`src/rtl/sample_player.sv`:
```
// ---------------------------------------------------------------------------
// sample_player
//
// Consumer side of the audio sample strobe. Each sample_tick fetches the next
// sample of a latched address window from a synchronous-read BRAM and presents
// it on sample_out. The window is played once (one-shot) or repeatedly (loop).
//
// Timing, counted from the cycle a tick is accepted (cycle 0):
//   cycle 1 : mem_rd_en high, mem_addr = current pointer
//   cycle 2 : mem_data valid from the BRAM
//   cycle 3 : sample_out updated, sample_valid pulse (and done on the final
//             one-shot sample)
//
// Optional build macro:
//   SAMPLE_PLAYER_REVERSE_EN - adds the 'reverse' input. When it is latched
//                              high on start, the window is played from
//                              end_addr down to start_addr.
//
// Ports:
//   clk, reset    system clock, synchronous active-high reset
//   sample_tick   one-cycle sample-rate strobe
//   start         latch window/mode and begin playback
//   stop          abort playback and silence the output
//   loop_mode     1 = loop, 0 = one-shot (sampled on start)
//   reverse       play backwards (only with SAMPLE_PLAYER_REVERSE_EN)
//   start_addr    first sample address (sampled on start)
//   end_addr      last sample address, inclusive (sampled on start)
//   mem_addr      BRAM read address (registered)
//   mem_rd_en     BRAM read enable (registered)
//   mem_data      BRAM read data, valid the cycle after mem_rd_en
//   sample_out    current sample, holds between updates
//   sample_valid  one-cycle pulse when sample_out updates
//   busy          high from start until playback ends
//   done          one-cycle pulse when a one-shot playback completes
//   tick_missed   sticky flag: a tick arrived while a fetch was in progress
// ---------------------------------------------------------------------------
module sample_player #(
    parameter int ADDR_W = 16,
    parameter int DATA_W = 16
) (
    input  logic              clk,
    input  logic              reset,
    input  logic              sample_tick,
    input  logic              start,
    input  logic              stop,
    input  logic              loop_mode,
`ifdef SAMPLE_PLAYER_REVERSE_EN
    input  logic              reverse,
`endif
    input  logic [ADDR_W-1:0] start_addr,
    input  logic [ADDR_W-1:0] end_addr,
    output logic [ADDR_W-1:0] mem_addr,
    output logic              mem_rd_en,
    input  logic [DATA_W-1:0] mem_data,
    output logic [DATA_W-1:0] sample_out,
    output logic              sample_valid,
    output logic              busy,
    output logic              done,
    output logic              tick_missed
);

    typedef enum logic [1:0] {
        IDLE,
        WAIT_TICK,
        FETCH,
        CAPTURE
    } state_t;

    state_t state_q, state_nxt;

    logic [ADDR_W-1:0] ptr_q, ptr_nxt;
    logic [ADDR_W-1:0] start_q, start_nxt;
    logic [ADDR_W-1:0] end_q, end_nxt;
    logic              loop_q, loop_nxt;

    logic [ADDR_W-1:0] mem_addr_nxt;
    logic              mem_rd_en_nxt;
    logic [DATA_W-1:0] sample_out_nxt;
    logic              sample_valid_nxt;
    logic              busy_nxt;
    logic              done_nxt;
    logic              tick_missed_nxt;

    // Direction handling: without the reverse feature the direction is a
    // constant forward, so the direction muxes below fold away.
    logic rev_q;
    logic start_rev;
`ifdef SAMPLE_PLAYER_REVERSE_EN
    logic rev_nxt;
    assign start_rev = reverse;
`else
    assign rev_q     = 1'b0;
    assign start_rev = 1'b0;
`endif

    // Terminal address, reload address and pointer step depend on direction.
    logic [ADDR_W-1:0] term_addr;
    logic [ADDR_W-1:0] reload_addr;
    logic [ADDR_W-1:0] ptr_step;

    assign term_addr   = rev_q ? start_q : end_q;
    assign reload_addr = rev_q ? end_q : start_q;
    assign ptr_step    = rev_q ? (ptr_q - ADDR_W'(1)) : (ptr_q + ADDR_W'(1));

    // Next-state and output logic. stop beats start, and start beats any tick
    // or fetch in flight, so an aborted fetch never produces a sample.
    always_comb begin
        state_nxt        = state_q;
        ptr_nxt          = ptr_q;
        start_nxt        = start_q;
        end_nxt          = end_q;
        loop_nxt         = loop_q;
        mem_addr_nxt     = mem_addr;
        mem_rd_en_nxt    = 1'b0;
        sample_out_nxt   = sample_out;
        sample_valid_nxt = 1'b0;
        busy_nxt         = busy;
        done_nxt         = 1'b0;
        tick_missed_nxt  = tick_missed;
`ifdef SAMPLE_PLAYER_REVERSE_EN
        rev_nxt          = rev_q;
`endif

        if (stop) begin
            state_nxt      = IDLE;
            busy_nxt       = 1'b0;
            sample_out_nxt = '0;
        end else if (start) begin
            state_nxt       = WAIT_TICK;
            start_nxt       = start_addr;
            end_nxt         = end_addr;
            loop_nxt        = loop_mode;
            ptr_nxt         = start_rev ? end_addr : start_addr;
            tick_missed_nxt = 1'b0;
            busy_nxt        = 1'b1;
`ifdef SAMPLE_PLAYER_REVERSE_EN
            rev_nxt         = reverse;
`endif
        end else begin
            // Ticks that land while a fetch is in flight are dropped.
            if (sample_tick && (state_q == FETCH || state_q == CAPTURE)) begin
                tick_missed_nxt = 1'b1;
            end

            case (state_q)
                IDLE: begin
                    state_nxt = IDLE;
                end
                WAIT_TICK: begin
                    if (sample_tick) begin
                        state_nxt     = FETCH;
                        mem_addr_nxt  = ptr_q;
                        mem_rd_en_nxt = 1'b1;
                    end
                end
                FETCH: begin
                    state_nxt = CAPTURE;
                end
                CAPTURE: begin
                    sample_out_nxt   = mem_data;
                    sample_valid_nxt = 1'b1;
                    if (ptr_q != term_addr) begin
                        ptr_nxt   = ptr_step;
                        state_nxt = WAIT_TICK;
                    end else if (loop_q) begin
                        ptr_nxt   = reload_addr;
                        state_nxt = WAIT_TICK;
                    end else begin
                        state_nxt = IDLE;
                        busy_nxt  = 1'b0;
                        done_nxt  = 1'b1;
                    end
                end
                default: begin
                    state_nxt = IDLE;
                end
            endcase
        end
    end

    // State and output registers; reset overrides everything, even mid-fetch.
    always_ff @(posedge clk) begin
        if (reset) begin
            state_q      <= IDLE;
            ptr_q        <= '0;
            start_q      <= '0;
            end_q        <= '0;
            loop_q       <= 1'b0;
            mem_addr     <= '0;
            mem_rd_en    <= 1'b0;
            sample_out   <= '0;
            sample_valid <= 1'b0;
            busy         <= 1'b0;
            done         <= 1'b0;
            tick_missed  <= 1'b0;
`ifdef SAMPLE_PLAYER_REVERSE_EN
            rev_q        <= 1'b0;
`endif
        end else begin
            state_q      <= state_nxt;
            ptr_q        <= ptr_nxt;
            start_q      <= start_nxt;
            end_q        <= end_nxt;
            loop_q       <= loop_nxt;
            mem_addr     <= mem_addr_nxt;
            mem_rd_en    <= mem_rd_en_nxt;
            sample_out   <= sample_out_nxt;
            sample_valid <= sample_valid_nxt;
            busy         <= busy_nxt;
            done         <= done_nxt;
            tick_missed  <= tick_missed_nxt;
`ifdef SAMPLE_PLAYER_REVERSE_EN
            rev_q        <= rev_nxt;
`endif
        end
    end

endmodule

```
`config.mk`:
```
export PLATFORM = sky130hd
export DESIGN_NAME = sample_player
export DESIGN_NICKNAME = d
export VERILOG_FILES = /design/src/rtl/sample_player.sv
export SDC_FILE = /design/constraint.sdc
export NUM_CORES = 1
export LEC_CHECK = 0
export CORE_MARGIN = 1.5
export CORE_UTILIZATION = 23
export CTS_CLUSTER_SIZE = 8
export DETAILED_ROUTE_END_ITERATION = 10
export PLACE_DENSITY = 0.49
export SYNTH_ARGS = -nofsm -noshare
export SYNTH_HDL_FRONTEND = slang
export SYNTH_SLANG_ARGS = --single-unit
```
`constraint.sdc`:
```
create_clock -name clk -period 2.3 [get_ports clk]
set_input_delay 0.23 -clock clk [delete_from_list [all_inputs] [get_ports clk]]
set_output_delay 0.23 -clock clk [all_outputs]
set_load 0.02 [all_outputs]
```
# After elaboration in Yosys (flattened, before gate mapping)
# Cells that the tools add are included.
[totals]
ff_bits = 88
latchBits = 0
ramBits = 0
romBits = 0
input_bits = 54
output_inout_bits = 37
wordCells = 60
n_memories = 0
[classes]
n_addsub = 1
multipliers = 0
n_div = 0
n_lt_le_gt_ge = 0
eq_ne = 8
shifts = 0
muxes = 18
bitwise_logic = 4
reduce_logical = 16
[ops]
columns = ["op", "n"]
rows = [
  ["2-to-1 mux 16 bit", 4],
  ["adder 16 x 1 -> 16 bit (second input constant)", 1],
  ["inequality test 16 bit", 1],
  ["2-to-1 mux 1 bit", 12],
  ["case mux 2 bit (4 select lines)", 1],
  ["inequality test 2 bit (second input constant)", 3],
  ["AND reduction 2 bit", 3],
  ["AND reduction 3 bit", 2],
  ["OR reduction 5 bit", 1],
  ["equality test 2 bit (second input constant)", 2],
  ["NOT 1 bit", 4],
  ["AND reduction 4 bit", 1],
  ["nonzero test 2 bit", 2],
  ["OR reduction 4 bit", 1],
  ["inequality test 3 bit (second input constant)", 1],
  ["nonzero test 3 bit", 1],
  ["OR reduction 3 bit", 1],
  ["equality test 2 x 1 -> 1 bit (second input constant)", 1],
  ["logical NOT 2 bit", 1],
  ["2-to-1 mux 2 bit", 1],
  ["OR reduction 2 bit", 1],
  ["logical AND 1 bit", 1],
  ["logical OR 1 bit", 1],
]

# Logic depth before layout (Yosys ltp)
[depth]
ltp_word = 5
ltp_mapped = 8
depth_no_buf = 7

# Worst setup path after synthesis
# OpenSTA, ideal clock, no wires.
[synth_path]
path_kind = "register to register"
start = "reg ptr_q[2]"
end = "reg ptr_q[0]"
setup_ns = 0.132
t_arrival_ns = 1.755
required_time_ns = 2.168
path_slack_ns = 0.413
path_stages_with_launch = 9
path_buffers = 2
cell_sequence = "dfxtp_1 -> buf_2 -> xnor2_1 -> nand4_1 -> nor4_4 -> buf_2 -> nor2_1 -> o311ai_1 -> a21oi_1"
[synth_between]
elab_chain_cells = 4
[synth_rtl]
columns = ["element", "line_no", "source"]
rows = [
  ["start: declaration", "71", "logic [ADDR_W-1:0] ptr_q, ptr_nxt;"],
  ["start signal: assignment", "201", "ptr_q <= ptr_nxt;"],
  ["inequality test 16 bit (*)", "162", "if (ptr_q != term_addr) begin"],
  ["2-to-1 mux 16 bit", "162", ""],
  ["2-to-1 mux 16 bit", "145", "case (state_q)"],
  ["2-to-1 mux 16 bit", "128", "end else if (start) begin"],
]
# Mark *: on every way between the ends. The rest lies on a longest branch, timed or not. The select of a mux whose other input is x is not followed.
# A chain may end at the register's enable or synchronous reset.

# Final worst setup path
[layout_path]
start = "reg ptr_q[6]"
end = "reg ptr_q[7]"
[layout_between]
elab_chain_cells = 4
[layout_rtl]
columns = ["element", "line_no"]
rows = [
  ["adder 16 x 1 -> 16 bit or inequality test 16 bit (tied branches)", "103, 162"],
  ["2-to-1 mux 16 bit", "162"],
  ["2-to-1 mux 16 bit", "145"],
  ["2-to-1 mux 16 bit", "128"],
]
# Several ways; a longest one is shown, not always the timed one. The select of a mux whose other input is x is not followed.

==> summary.md <==
| Metric | Value |
|---|---|
| Maximum vdd drop | `about 0.38 mV` |
| Mean Syn Cell Area | `7.89 µm²` |
| Drt first pass iters | `4` |
| Clk sink count | `88` |
| DIE AREA | `roughly 0.018 mm²` |
| Pwr dens | `654 mW/mm²` |
| Overall power | `3530 µW` |
| First-pass GRT wire length | `18.2 mm` |
| Clock root buffer | `clkbuf_16` |
| Die Span Y | `133 µm` |
| Clk slew on worst S/H paths | `about 70 ps` |
| FP Rows | `47` |
| TritonCTS Buffers | `9` |
| Req. time, crit path | `2520 ps` |
| Tcrit/Tclk final | `0.936` |
| RSZ-0062 raised after global routing | `no` |
| Total track usage | `0.133` |
| Post-layout util | `0.327` |
| Core area | `0.0165 mm²` |
| Fillcell total | `~1,700` |
| Vias in the first global route | `3,431` |
| Critical Path Sink Type | `register` |
| Worst path cell trace | `xnor2_1, nand4_1, nor4_4, buf_4, a211oi_2, buf_4, a311oi_1` |
| Synth Register Bits | `88` |
| Routability cong. | `0.800` |
| Final #Nets | `approximately 640` |
| Initial antenna violation count | `0` |
| Leakage | `approximately 0.0019 µW` |
| Critical path fanouts, max | `18` |
| DRT antenna net count | `0` |
| Mapped Area | `0.00387 mm²` |
| Cell seen most often among critical-path stages | `buf_4` |
| Setup CP Type | `reg -> reg` |
| Worst Skew | `8.00 ps` |
| Initial DRC count | `211` |
| Layout cell share with drive strength beyond 1 | `0.0986` |
| Clk Latency, worst-skew pair | `around 350 ps` |
| Clock buffer depth | `2` |
| Mapped Nets | `about 550` |
| Die width | `133 µm` |
| Peak Freq | `464 MHz` |
| Total I/O pin count | `91` |
| CP max-delay cell | `dfxtp_1` |
| Post-synth ARST share | `0` |
| Crit path largest cell delay | `440 ps` |
| Pin count of the biggest net entering global routing | `68` |
| DR vias | `3,551` |
| Max-slew headroom | `0.517` |
| GRT overflow | `0` |
| Crit start category | `register` |
| Sequential Area | `roughly 0.0018 mm²` |
| Setup TNS | `0 ps` |
| Sequential-to-total area share from yosys stat | `0.456` |
| Remaining DRCs | `0` |
| Endpoints failing hold | `0` |
| EDFF count, synth | `0` |
| Post-layout min period | `around 2200 ps` |
| MaxCap Viol Count | `0` |
| Worst path bufs/invs | `2` |
| Netlist cell types | `43` |
| Post-synth top flop | `dfxtp_1` |
| Ant. Diodes | `0` |
| Worst-Margin Slew | `725 ps` |
| Status | `completed` |
| Final WL | `roughly 11 mm` |
| H-tree depth | `3` |
| Cells after synthesis | `490` |
| Crit path arrival time | `2380 ps` |
| Hpwl dp | `8.54 mm` |
| CTS tree | `built` |
| Hold Path Class | `in -> reg` |
| Synthesis-to-finish area growth | `39.9%` |
| Max-slew violations | `0` |
| Vias per inst | `4.39` |
| Port bufs | `90` |
| Per-cell routed wire length | `14.1 µm` |
| Multi-input gate area in the final layout | `0.00192 mm²` |
| Yosys warns | `0` |
| CP top delay family | `simple AND/OR/NAND/NOR gates` |
| Starting Density | `0.234` |
| Final setup viols | `0` |
## area by class of cell
type | instances | share of cell area
flip-flops and latches | 88 | 0.327
inverters | 8 | 0.00555
well taps | 220 | 0.0509
clock buffers | 12 | 0.0474
multi-input cells | 360 | 0.356
repair buffers | 116 | 0.204
clock inverters | 4 | 0.00948
## placed cells by master, fill, tap and decap left out, types with 5 or more instances in the layout
cell type          n
xnor2_1           24
a21oi_1           69
clkdlybuf4s50_1   89
buf_4             25
nand2_1          155
clkbuf_16          9
dfxtp_2            5
nor3_1             8
nand4_1            6
inv_1              7
dfxtp_1           83
nor2_1            18
a31oi_1            8
nand3_1            9
xor2_1             6
## path summary, 6_finish.rpt
path / start / to / slack, ps / cells after the start
hold / removal: reset / state_q[0] / 210 / 3
setup / recovery: ptr_q[6] / ptr_q[7] / 150 / 7
hold reg to reg: reload_addr[0] / reload_addr[0] / 450 / 2
setup reg to reg: ptr_q[6] / ptr_q[7] / 150 / 7
## synth_stat cells, types with 3 or more instances
master | instances | share of area
xor2_1 | 6 | 0.014
inv_1 | 7 | 0.0068
a22oi_1 | 4 | 0.0078
ha_1 | 4 | 0.013
a31oi_1 | 8 | 0.013
xnor2_1 | 24 | 0.054
nand2b_1 | 3 | 0.0049
a21oi_1 | 69 | 0.089
nor3_2 | 4 | 0.010
dfxtp_1 | 88 | 0.46
clkbuf_1 | 22 | 0.021
nor3_1 | 8 | 0.010
nor2_1 | 19 | 0.018
a311oi_1 | 4 | 0.0091
buf_2 | 8 | 0.010
o211a_1 | 4 | 0.010
and4_1 | 3 | 0.0068
nand2_1 | 155 | 0.15
mux2i_1 | 4 | 0.010
nand3_1 | 9 | 0.012
nand4_1 | 6 | 0.0097
## where the power goes
part | switching [µW] | internal, µW
sequential | 47.2 | 1570
combinational | 194 | 201
clock | 616 | 904
total | 858 | 2680
## routing by layer
layer  up-vias  wire, µm  part of all wire  GRT usage
met5         -         0                 0          0
met4         0       199             0.018     0.0543
met3        14       465             0.041     0.0314
met2        67      5350              0.47      0.213
met1      1644      5340              0.47      0.173
li1       1826         -                 -          -
## cell families (layout without fill, tap and decap cells)
family,after synthesis,count (layout),share of synthesized area
mux,5,5,0.0133
buf+inv,42,140,0.0473
compound gates,104,104,0.160
fa+ha+maj,4,4,0.0129
xor+xnor,30,30,0.0680
flops,88,88,0.456
simple gates,217,217,0.243
## sequential cells by signal, summed over array words and instances (netlist names), 2 cells and up
register	count
mem_addr	16
state_q	2
reload_addr	16
ptr_q	16
sample_out	16
end_q	16
## worst register-to-register path, stage by stage (launching register included)
cell and delay [ps]:
dfxtp_1 440, xnor2_1 150, nand4_1 190, nor4_4 390
buf_4 240, a211oi_2 80, buf_4 200, a311oi_1 340
## what timing repair did
action,4_1_cts,5_1_grt
resized for setup,0,5
endpoints found under the setup margin,0,3
buffers inserted,0,0
hold buffers,0,0
## metrics by stage
step           setup slack, ps  std cells  hold WS [ps]  instance area [µm²]
5_1_grt                   40.2        808           224                 5410
6_report                   147        808           215                 5410
4_1_cts                   85.7        808           197                 5400
3_3_place_gp              80.6        792           443                 5090
3_5_place_dp               116        792           446                 5090
2_1_floorplan              413        490           366                 3870
Note: power is estimated with default switching activity, not from simulation.
